===== src/rtl/alu_op_sequencer_if.sv =====
// Command and response channels between a requester and alu_op_sequencer.
interface alu_op_sequencer_if #(
  parameter int unsigned WIDTH = 32,
  parameter int unsigned CNT_W = 5
);
  logic             cmd_valid;
  logic             cmd_ready;
  logic [3:0]       cmd_sel;
  logic [WIDTH-1:0] cmd_a;
  logic [WIDTH-1:0] cmd_b;
  logic             cmd_cin;
  logic [CNT_W-1:0] cmd_count;

  logic             rsp_valid;
  logic             rsp_ready;
  logic [WIDTH-1:0] rsp_f;
  logic             rsp_cout;

  // Requester side: issues commands, consumes responses
  modport master (
    output cmd_valid, cmd_sel, cmd_a, cmd_b, cmd_cin, cmd_count,
    input  cmd_ready,
    input  rsp_valid, rsp_f, rsp_cout,
    output rsp_ready
  );

  // Sequencer side: accepts commands, produces responses
  modport slave (
    input  cmd_valid, cmd_sel, cmd_a, cmd_b, cmd_cin, cmd_count,
    output cmd_ready,
    output rsp_valid, rsp_f, rsp_cout,
    input  rsp_ready
  );
endinterface


===== src/rtl/alu_op_sequencer.sv =====
// Drives a combinational 32-bit ALU from registered operands, one command at a
// time, and returns F/Cout on a valid/ready response channel. Multi-bit shifts
// are built by re-feeding the ALU's single-position shift result into operand A.
module alu_op_sequencer #(
  parameter int unsigned WIDTH = 32,
  parameter int unsigned CNT_W = 5
) (
  input  logic             clk,
  input  logic             rst_n,
  alu_op_sequencer_if.slave bus,
  output logic [WIDTH-1:0] alu_a,
  output logic [WIDTH-1:0] alu_b,
  output logic             alu_cin,
  output logic [3:0]       alu_sel,
  input  logic [WIDTH-1:0] alu_f,
  input  logic             alu_cout,
  output logic             busy
);

  typedef enum logic [1:0] {
    IDLE = 2'd0,
    EXEC = 2'd1,
    RESP = 2'd2
  } state_t;

  state_t           state;
  logic [WIDTH-1:0] op_a;
  logic [WIDTH-1:0] op_b;
  logic [3:0]       op_sel;
  logic             op_cin;
  logic [CNT_W-1:0] remaining;
  logic [WIDTH-1:0] rsp_f_q;
  logic             rsp_cout_q;
  logic             rsp_valid_q;
  logic             cmd_ready_q;
  logic             busy_q;

  // Every output comes straight from a register; no input reaches an output
  // combinationally.
  assign alu_a         = op_a;
  assign alu_b         = op_b;
  assign alu_sel       = op_sel;
  assign alu_cin       = op_cin;
  assign bus.cmd_ready = cmd_ready_q;
  assign bus.rsp_valid = rsp_valid_q;
  assign bus.rsp_f     = rsp_f_q;
  assign bus.rsp_cout  = rsp_cout_q;
  assign busy          = busy_q;

  // Control FSM with registered operand, handshake and result outputs.
  // cmd_ready is a register rather than a state decode so that it reads 0
  // while reset is held and rises on the first edge after release.
  always_ff @(posedge clk) begin
    if (!rst_n) begin
      state       <= IDLE;
      op_a        <= '0;
      op_b        <= '0;
      op_sel      <= '0;
      op_cin      <= 1'b0;
      remaining   <= '0;
      rsp_f_q     <= '0;
      rsp_cout_q  <= 1'b0;
      rsp_valid_q <= 1'b0;
      cmd_ready_q <= 1'b0;
      busy_q      <= 1'b0;
    end else begin
      unique case (state)
        IDLE: begin
          if (bus.cmd_valid && cmd_ready_q) begin
            op_a        <= bus.cmd_a;
            op_b        <= bus.cmd_b;
            op_sel      <= bus.cmd_sel;
            op_cin      <= bus.cmd_cin;
            remaining   <= bus.cmd_count;
            cmd_ready_q <= 1'b0;
            busy_q      <= 1'b1;
            state       <= EXEC;
          end else begin
            cmd_ready_q <= 1'b1;
          end
        end

        EXEC: begin
          if (!op_sel[3]) begin
            // Arith/logic: single pass; carry only meaningful for arith
            rsp_f_q     <= alu_f;
            rsp_cout_q  <= (op_sel[3:2] == 2'b00) ? alu_cout : 1'b0;
            rsp_valid_q <= 1'b1;
            state       <= RESP;
          end else if (remaining == '0) begin
            // Zero-count shift returns operand A untouched
            rsp_f_q     <= op_a;
            rsp_cout_q  <= 1'b0;
            rsp_valid_q <= 1'b1;
            state       <= RESP;
          end else begin
            op_a      <= alu_f;
            remaining <= remaining - 1'b1;
            if (remaining == CNT_W'(1)) begin
              rsp_f_q     <= alu_f;
              rsp_cout_q  <= 1'b0;
              rsp_valid_q <= 1'b1;
              state       <= RESP;
            end
          end
        end

        RESP: begin
          if (bus.rsp_ready) begin
            rsp_valid_q <= 1'b0;
            cmd_ready_q <= 1'b1;
            busy_q      <= 1'b0;
            state       <= IDLE;
          end
        end

        default: begin
          state <= IDLE;
        end
      endcase
    end
  end

endmodule

===== src/flat_wrapper.sv =====
// flat-port wrapper written by rule: the top's interface ports become plain ports
module alu_op_sequencer_flat 
#(
  parameter int unsigned WIDTH = 32,
  parameter int unsigned CNT_W = 5
)
  (clk, rst_n, alu_a, alu_b, alu_cin, alu_sel, alu_f, alu_cout, busy, bus_cmd_valid, bus_cmd_sel, bus_cmd_a, bus_cmd_b, bus_cmd_cin, bus_cmd_count, bus_cmd_ready, bus_rsp_valid, bus_rsp_f, bus_rsp_cout, bus_rsp_ready);
  alu_op_sequencer_if #(.WIDTH(WIDTH), .CNT_W(CNT_W)) bus_i ();
  input  logic clk;
  input  logic rst_n;
  output logic [WIDTH-1:0] alu_a;
  output logic [WIDTH-1:0] alu_b;
  output logic alu_cin;
  output logic [3:0] alu_sel;
  input  logic [WIDTH-1:0] alu_f;
  input  logic alu_cout;
  output logic busy;
  input wire logic [$bits(bus_i.cmd_valid)-1:0] bus_cmd_valid;
  input wire logic [$bits(bus_i.cmd_sel)-1:0] bus_cmd_sel;
  input wire logic [$bits(bus_i.cmd_a)-1:0] bus_cmd_a;
  input wire logic [$bits(bus_i.cmd_b)-1:0] bus_cmd_b;
  input wire logic [$bits(bus_i.cmd_cin)-1:0] bus_cmd_cin;
  input wire logic [$bits(bus_i.cmd_count)-1:0] bus_cmd_count;
  output wire logic [$bits(bus_i.cmd_ready)-1:0] bus_cmd_ready;
  output wire logic [$bits(bus_i.rsp_valid)-1:0] bus_rsp_valid;
  output wire logic [$bits(bus_i.rsp_f)-1:0] bus_rsp_f;
  output wire logic [$bits(bus_i.rsp_cout)-1:0] bus_rsp_cout;
  input wire logic [$bits(bus_i.rsp_ready)-1:0] bus_rsp_ready;
  assign bus_i.cmd_valid = bus_cmd_valid;
  assign bus_i.cmd_sel = bus_cmd_sel;
  assign bus_i.cmd_a = bus_cmd_a;
  assign bus_i.cmd_b = bus_cmd_b;
  assign bus_i.cmd_cin = bus_cmd_cin;
  assign bus_i.cmd_count = bus_cmd_count;
  assign bus_cmd_ready = bus_i.cmd_ready;
  assign bus_rsp_valid = bus_i.rsp_valid;
  assign bus_rsp_f = bus_i.rsp_f;
  assign bus_rsp_cout = bus_i.rsp_cout;
  assign bus_i.rsp_ready = bus_rsp_ready;
  alu_op_sequencer #(.WIDTH(WIDTH), .CNT_W(CNT_W)) u_core (.clk(clk), .rst_n(rst_n), .bus(bus_i), .alu_a(alu_a), .alu_b(alu_b), .alu_cin(alu_cin), .alu_sel(alu_sel), .alu_f(alu_f), .alu_cout(alu_cout), .busy(busy));
endmodule

===== config.mk =====
export PLATFORM = sky130hd
export DESIGN_NAME = alu_op_sequencer_flat
export DESIGN_NICKNAME = d
export VERILOG_FILES = /design/src/rtl/alu_op_sequencer_if.sv /design/src/rtl/alu_op_sequencer.sv /design/src/flat_wrapper.sv
export SDC_FILE = /design/constraint.sdc
export NUM_CORES = 1
export LEC_CHECK = 0
export ABC_AREA = 1
export BUFFER_PORTS_ARGS = -buffer_cell sky130_fd_sc_hd__buf_2
export CORE_MARGIN = 5
export CORE_UTILIZATION = 52
export DETAILED_ROUTE_END_ITERATION = 16
export PLACE_DENSITY_LB_ADDON = 0.25
export RECOVER_POWER = 50
export SYNTH_ARGS = -nofsm -noshare
export SYNTH_HDL_FRONTEND = slang
export SYNTH_SLANG_ARGS = --single-unit

===== constraint.sdc =====
create_clock -name clk -period 4.1 [get_ports clk]
set_clock_uncertainty 0.15 [all_clocks]
set_input_delay 0.41 -clock clk [delete_from_list [all_inputs] [get_ports clk]]
set_output_delay 0.41 -clock clk [all_outputs]
set_load 0.05 [all_outputs]

==> results_dict.tcl, run 1 <==
set metrics [dict create \
    post_route_cells_drive_above_1_share 0.1419 \
    synth_async_sr_flop_share 0 \
    syn_to_final_growth_pct 19.32 \
    synth_top_area_share 0.4221 \
    post_drt_wl_per_cell_microns 12.85 \
    critical_path.top_delay_family "buffers and inverters" \
    hold_depth 3 \
    post_cts_resized 0 \
    end_kind "flip-flop" \
    dieArea_sq_um 12340 \
    power_density_nw_per_um2 799.0 \
    cp.arrival_ps 2940 \
    synth_common_cells "nand2_1 (224), nor2_1 (219), dfxtp_1 (112), o21ai_0 (93), inv_1 (56)" \
    worstPathRequired_ps 4230 \
    cp.depth 4 \
    yosys.area.top_type "dfxtp_1" \
    postCtsSetupBuffers 0 \
    dr.pass1.iters 5 \
    ys_types 24 \
    synth_cells 817 \
    grt_max_degree 85 \
    tightest_slew_ps 1516 \
    diodes 0 \
    hold_path_end "u_core.alu_b[27]" \
    drv_cap 1 \
    clockBufferDepth 2 \
    crit_slowest_cell "clkbuf_2" \
    fp.dieW_microns 111.1 \
    drt-vias-per-instance 4.846 \
    critical-path-max-stage-delay_ps 1260 \
    fin_crit_sh 0.6866 \
    nNetsFinal 1114 \
    synth_ff_type "dfxtp_1" \
    cts_max_level 3 \
    failed_checks "max-capacitance violations, max-slew violations" \
    drcViolationCount 0 \
    synth_most_common_cell "nand2_1" \
    num_vias 5495 \
    synth_area_sq_um 5311 \
    hold_violations 0 \
    crit_buf_inv 3 \
    p_leak_nw 3.175 \
    numCtsBuffers 9 \
    worstHoldPathType "input port to flip-flop" \
    status "finished, violations left" \
    worstPathMaxFanout 84 \
    gp_congestion 0.8028 \
    overflow 0 \
    rsz0062_at_grt "no" \
    io_pins 216 \
    synth_area_leaders "dfxtp_1 (42%), nand2_1 (16%), nor2_1 (15%)" \
    port_buffers 215 \
    cts.clk_slew.worst_paths_ps 110 \
    n_fill_cell 1007 \
    grt_pass1_wl_mm 23.52 \
    max_freq_ghz 0.3552 \
    dieHeight_microns 111.1 \
    max-slew-margin-rel -0.01044 \
    ys_seq_area_frac 0.4221 \
    r2r_start "u_core.state[1]" \
    cts_tree "done" \
    dp_hpwl_mm 10.38 \
    maxSlewViolCount 85 \
    cts_sinks 112 \
    synth_seq_cells 112 \
    syn_nets 934 \
    cts_root_buffer "clkbuf_8" \
    place_ws_ps 1584 \
    avgSynthCellArea_sq_um 6.501 \
    coreArea_sq_um 9864 \
    start_kind "input port" \
    track_usage 0.2247 \
    worst-r2r-cell-count 8 \
    ctsHoldBuffers 0 \
    yosysWarningCount 0 \
    path_cells "clkbuf_1, clkbuf_2, inv_1, a21oi_1" \
    fin_ws_ps 1285 \
    wl_mm 14.57 \
    reg2reg_slack_ps 1580 \
    setup_violations 0 \
    initialDrtViolationCount 276 \
    ant_nets 0 \
    grt_antenna_before_repair 0 \
    vdd_drop_max_v 0.0004584 \
    finalSetupTns_ps 0 \
    worstSkewPairLatency_ps 360 \
    row_count 36 \
    grt_pass1_vias 4957 \
    start_util 0.5384 \
    synth_edf_count 0 \
    rr_endpoint "u_core.alu_a[2]" \
    post-route-min-period_ps 2815 \
    worstHoldStart "bus_cmd_b[27]" \
    crit_type "input port to flip-flop" \
]
flip-flops by register name, indices dropped and copies added, names as in the netlist, 2 cells and up:
register / flops
u_core.alu_sel: 4
u_core.remaining: 5
u_core.state: 2
u_core.alu_b: 32
u_core.bus.rsp_f: 32
u_core.alu_a: 32
where the power goes:
group	internal [W]	switching [W]	total [W]	leakage, nW
clock network	0.000228	0.000382	0.000610	0.0814
registers	0.00141	0.000190	0.00160	0.921
logic	0.000624	0.00223	0.00285	2.17
logic make-up (layout without fill, tap and decap cells):
| group | count (synthesis) | after routing | synth area share |
|---|---|---|---|
| buffers and inverters | 111 | 295 | 0.09965 |
| AND/OR/NAND/NOR | 458 | 458 | 0.3411 |
| flip-flops | 112 | 112 | 0.4221 |
| AO/OA/AOI/OAI | 130 | 130 | 0.1230 |
| adder cells (fa/ha/maj) | 6 | 6 | 0.01413 |
metal layers:
layer,up-vias,GRT usage,share of wire
met4,0,0.05515,0.013
met2,199,0.3710,0.46
li1,2870,-,-
met3,15,0.07915,0.11
met1,2411,0.2818,0.42
met5,-,0,0
worst max-delay path by stage:
| stage | slack, ps | from | to |
|---|---|---|---|
| 2_1_floorplan | 2330 | u_core.bus.cmd_ready | u_core.alu_b[10] |
| 4_1_cts | 1570 | u_core.state[1] | u_core.alu_a[11] |
| 5_1_grt | 1040 | rst_n | u_core.state[0] |
| 6_report | 1290 | rst_n | u_core.state[0] |
| 3_5_place_dp | 1580 | u_core.state[1] | u_core.alu_a[11] |
| 3_3_place_gp | 1650 | u_core.state[1] | u_core.remaining[4] |
area by class of cell:
cell class	instances	area [sq um]	share of cell area
Inverter	61	229.0	0.03613
Sequential cell	112	2242	0.3538
Multi-Input combinational cell	594	2551	0.4026
Tap cell	133	166.4	0.02626
Clock buffer	9	123.9	0.01955
Timing Repair Buffer	219	970.9	0.1532
Clock inverter	6	53.80	0.008490
worst min-delay path, delay by kind of cell:
kind | cells | cell delay, ps
buffers and inverters | 1 | 70
and+or+nand+nor | 2 | 110
cell usage in the layout, fill, tap and decap left out:
| cell type | count |
|---|---|
| nand2_1 | 224 |
| nor2_1 | 218 |
| dfxtp_1 | 112 |
| buf_2 | 109 |
| clkbuf_1 | 106 |
| o21ai_0 | 93 |
| inv_1 | 57 |
| o21ai_1 | 26 |
| a21oi_1 | 10 |
| clkbuf_8 | 9 |
| ha_1 | 6 |
| nand3_1 | 5 |
| inv_2 | 4 |
| clkinvlp_4 | 3 |
| buf_4 | 3 |
| nor2_4 | 2 |
| nand3_4 | 2 |
| inv_8 | 2 |
| nand4_4 | 1 |
| nor2_2 | 1 |
| nand3_2 | 1 |
| nand2_4 | 1 |
| nor2_8 | 1 |
| nand4_1 | 1 |
| or2_2 | 1 |
| o21a_1 | 1 |
| clkinv_4 | 1 |
| clkbuf_2 | 1 |
per-stage QoR:
step,hold slack [ps],cells,cell area (sq um),util,total power (W)
CTS,99.00,1134,6472,0.6561,0.005174
floorplan,305.8,817,5311,-,0.004018
global route,97.09,1134,6337,0.6424,0.005461
detailed placement,323.6,1119,6295,0.6381,0.004565
finish,112.9,1134,6337,0.6424,0.005063
global placement,318.3,1119,6295,0.6381,0.004519
No activity file was read; power rests on OpenSTA's default activity.
==> run 2, diff against run 1 <==
--- a/config.mk
+++ b/config.mk
@@ -8,7 +8,7 @@
 export ABC_AREA = 1
 export BUFFER_PORTS_ARGS = -buffer_cell sky130_fd_sc_hd__buf_2
 export CORE_MARGIN = 5
-export CORE_UTILIZATION = 52
+export CORE_UTILIZATION = 44
 export DETAILED_ROUTE_END_ITERATION = 16
 export PLACE_DENSITY_LB_ADDON = 0.25
 export RECOVER_POWER = 50
==> constraint.sdc (replaced) <==
create_clock -name clk -period 2.5 [get_ports clk]
set_clock_uncertainty 0.15 [all_clocks]
set_input_delay 0.25 -clock clk [delete_from_list [all_inputs] [get_ports clk]]
set_output_delay 0.25 -clock clk [all_outputs]
set_load 0.05 [all_outputs]
==> results_dict.tcl, run 2 (same netlist as run 1, synthesis figures left out) <==
set metrics [dict create \
    status "finished clean" \
    numCtsBuffers 9 \
    cts_root_buffer "clkbuf_16" \
    cts.clk_slew.worst_paths_ps 70 \
    rsz0062_at_grt "no" \
    start_util 0.4459 \
    cts_max_level 3 \
    max_freq_ghz 0.4744 \
    post-route-min-period_ps 2108 \
    overflow 0 \
    n_fill_cell 1219 \
    post_drt_wl_per_cell_microns 13.60 \
    drcViolationCount 0 \
    port_buffers 215 \
    layout_commonest_cell "nand2_1" \
    finalPower_w 0.008918 \
    fin_ws_ps 392.1 \
    rr_endpoint "u_core.bus.rsp_f[16]" \
    diodes 0 \
    p_leak_nw 3.437 \
    r2r_start "u_core.remaining[0]" \
    post_route_cells_drive_above_1_share 0.1427 \
    nNetsFinal 1157 \
    grt_pass1_vias 5411 \
    track_usage 0.2220 \
    drv_cap 0 \
    cts_sinks 112 \
    drt-vias-per-instance 4.748 \
    row_count 40 \
    crit_type "flip-flop to flip-flop" \
    coreArea_sq_um 11910 \
    io_pins 216 \
    worstPathMaxFanout 22 \
    maxSlewViolCount 0 \
    reg2reg_slack_ps 390 \
    power_density_nw_per_um2 1291 \
    vdd_drop_max_v 0.0006538 \
    dp_hpwl_mm 10.49 \
    hold_violations 0 \
    wl_mm 16.20 \
    tightest_slew_ps 693.4 \
    worstHoldStart "bus_cmd_sel[3]" \
    ant_nets 0 \
    worst-r2r-cell-count 11 \
    cp.arrival_ps 2250 \
    num_vias 5655 \
    hold_depth 3 \
    grt_max_degree 110 \
    gp_congestion 0.8052 \
    cts_tree "done" \
    initialDrtViolationCount 370 \
    fp.dieW_microns 119.9 \
    worstSkewPairLatency_ps 360 \
    dieHeight_microns 119.9 \
    start_kind "flip-flop" \
    clockBufferDepth 2 \
    max-slew-margin-rel 0.5397 \
    fin_crit_sh 0.8432 \
    syn_to_final_growth_pct 30.08 \
    grt_antenna_before_repair 0 \
    worstHoldPathType "input port to flip-flop" \
    postCtsSetupBuffers 0 \
    place_ws_ps 386.7 \
    worstPathRequired_ps 2650 \
    end_kind "flip-flop" \
    setup_violations 0 \
    dieArea_sq_um 14370 \
    finalSetupTns_ps 0 \
    hold_path_end "u_core.alu_sel[3]" \
    dr.pass1.iters 5 \
    grt_pass1_wl_mm 26.10 \
    final_cell_mix "nand2_1 (224), nor2_1 (218), dfxtp_1 (112)" \
]
run 2: changes by cell type in the layout (fill, tap and decap cells not counted), sizes merged:
cell and change:
bufinv +1, clkinv +2, inv -2, buf +7
dlygate4sd3 +37, clkinvlp -3, clkbuf +1
run 2: worst max-delay path: stages (launching register included):
cell     delay [ps]
dfxtp_1         330
inv_1           130
ha_1            170
inv_1            60
nor2_4          150
nand2_4         200
nor2_8          290
buf_4           280
nand2_1          70
nand2_1          70
nor2_1           40
nor2_1          120
run 2: how the worst max path moves through the flow:
stage,slack (ps),endpoint,cells past startpoint,start
6_report,390,u_core.bus.rsp_f[16],11,u_core.remaining[0]
3_3_place_gp,470,u_core.bus.rsp_f[18],11,u_core.remaining[0]
3_5_place_dp,390,u_core.bus.rsp_f[13],11,u_core.remaining[0]
5_1_grt,140,u_core.bus.rsp_f[23],11,u_core.remaining[0]
2_1_floorplan,730,u_core.alu_b[10],8,u_core.bus.cmd_ready
4_1_cts,370,u_core.bus.rsp_f[16],11,u_core.remaining[0]
run 2: cell type report:
class                           count  area [sq um]  share of cell area
Clock buffer                       11         242.7             0.03513
Tap cell                          147         183.9             0.02662
Clock inverter                      4         45.04            0.006519
Multi-Input combinational cell    594          2551              0.3693
Sequential cell                   112          2242              0.3245
Timing Repair Buffer              262          1415              0.2048
Inverter                           61         229.0             0.03314
run 2: per-layer routing:
layer	vias up	wire length [microns]	global-route usage
met5	-	0	0
li1	2948	-	-
met4	0	446	0.08661
met2	212	7403	0.3609
met1	2454	7064	0.2736
met3	41	1283	0.07163
run 2: where the power goes:
group / switching [W] / total (W) / internal, W
Combinational: 0.00374 / 0.00485 / 0.00111
Sequential: 0.000313 / 0.00263 / 0.00232
Clock: 0.000648 / 0.00144 / 0.000795
run 2: what timing repair did:
action                                 CTS  global route
hold buffers                            37             0
resized for setup                        0             0
endpoints found under the hold margin   37             0
run 2: through the flow:
stage                     cell area, sq um  instances  utilization  hold slack [ps]
final                                 6909       1191       0.5800            52.21
after global routing                  6909       1191       0.5800            75.22
after CTS                             7053       1191       0.5921            40.98
after detailed placement              6395       1139       0.5369            321.3
after global placement                6395       1139       0.5369            319.5
after floorplan                       5311        817            -            234.9
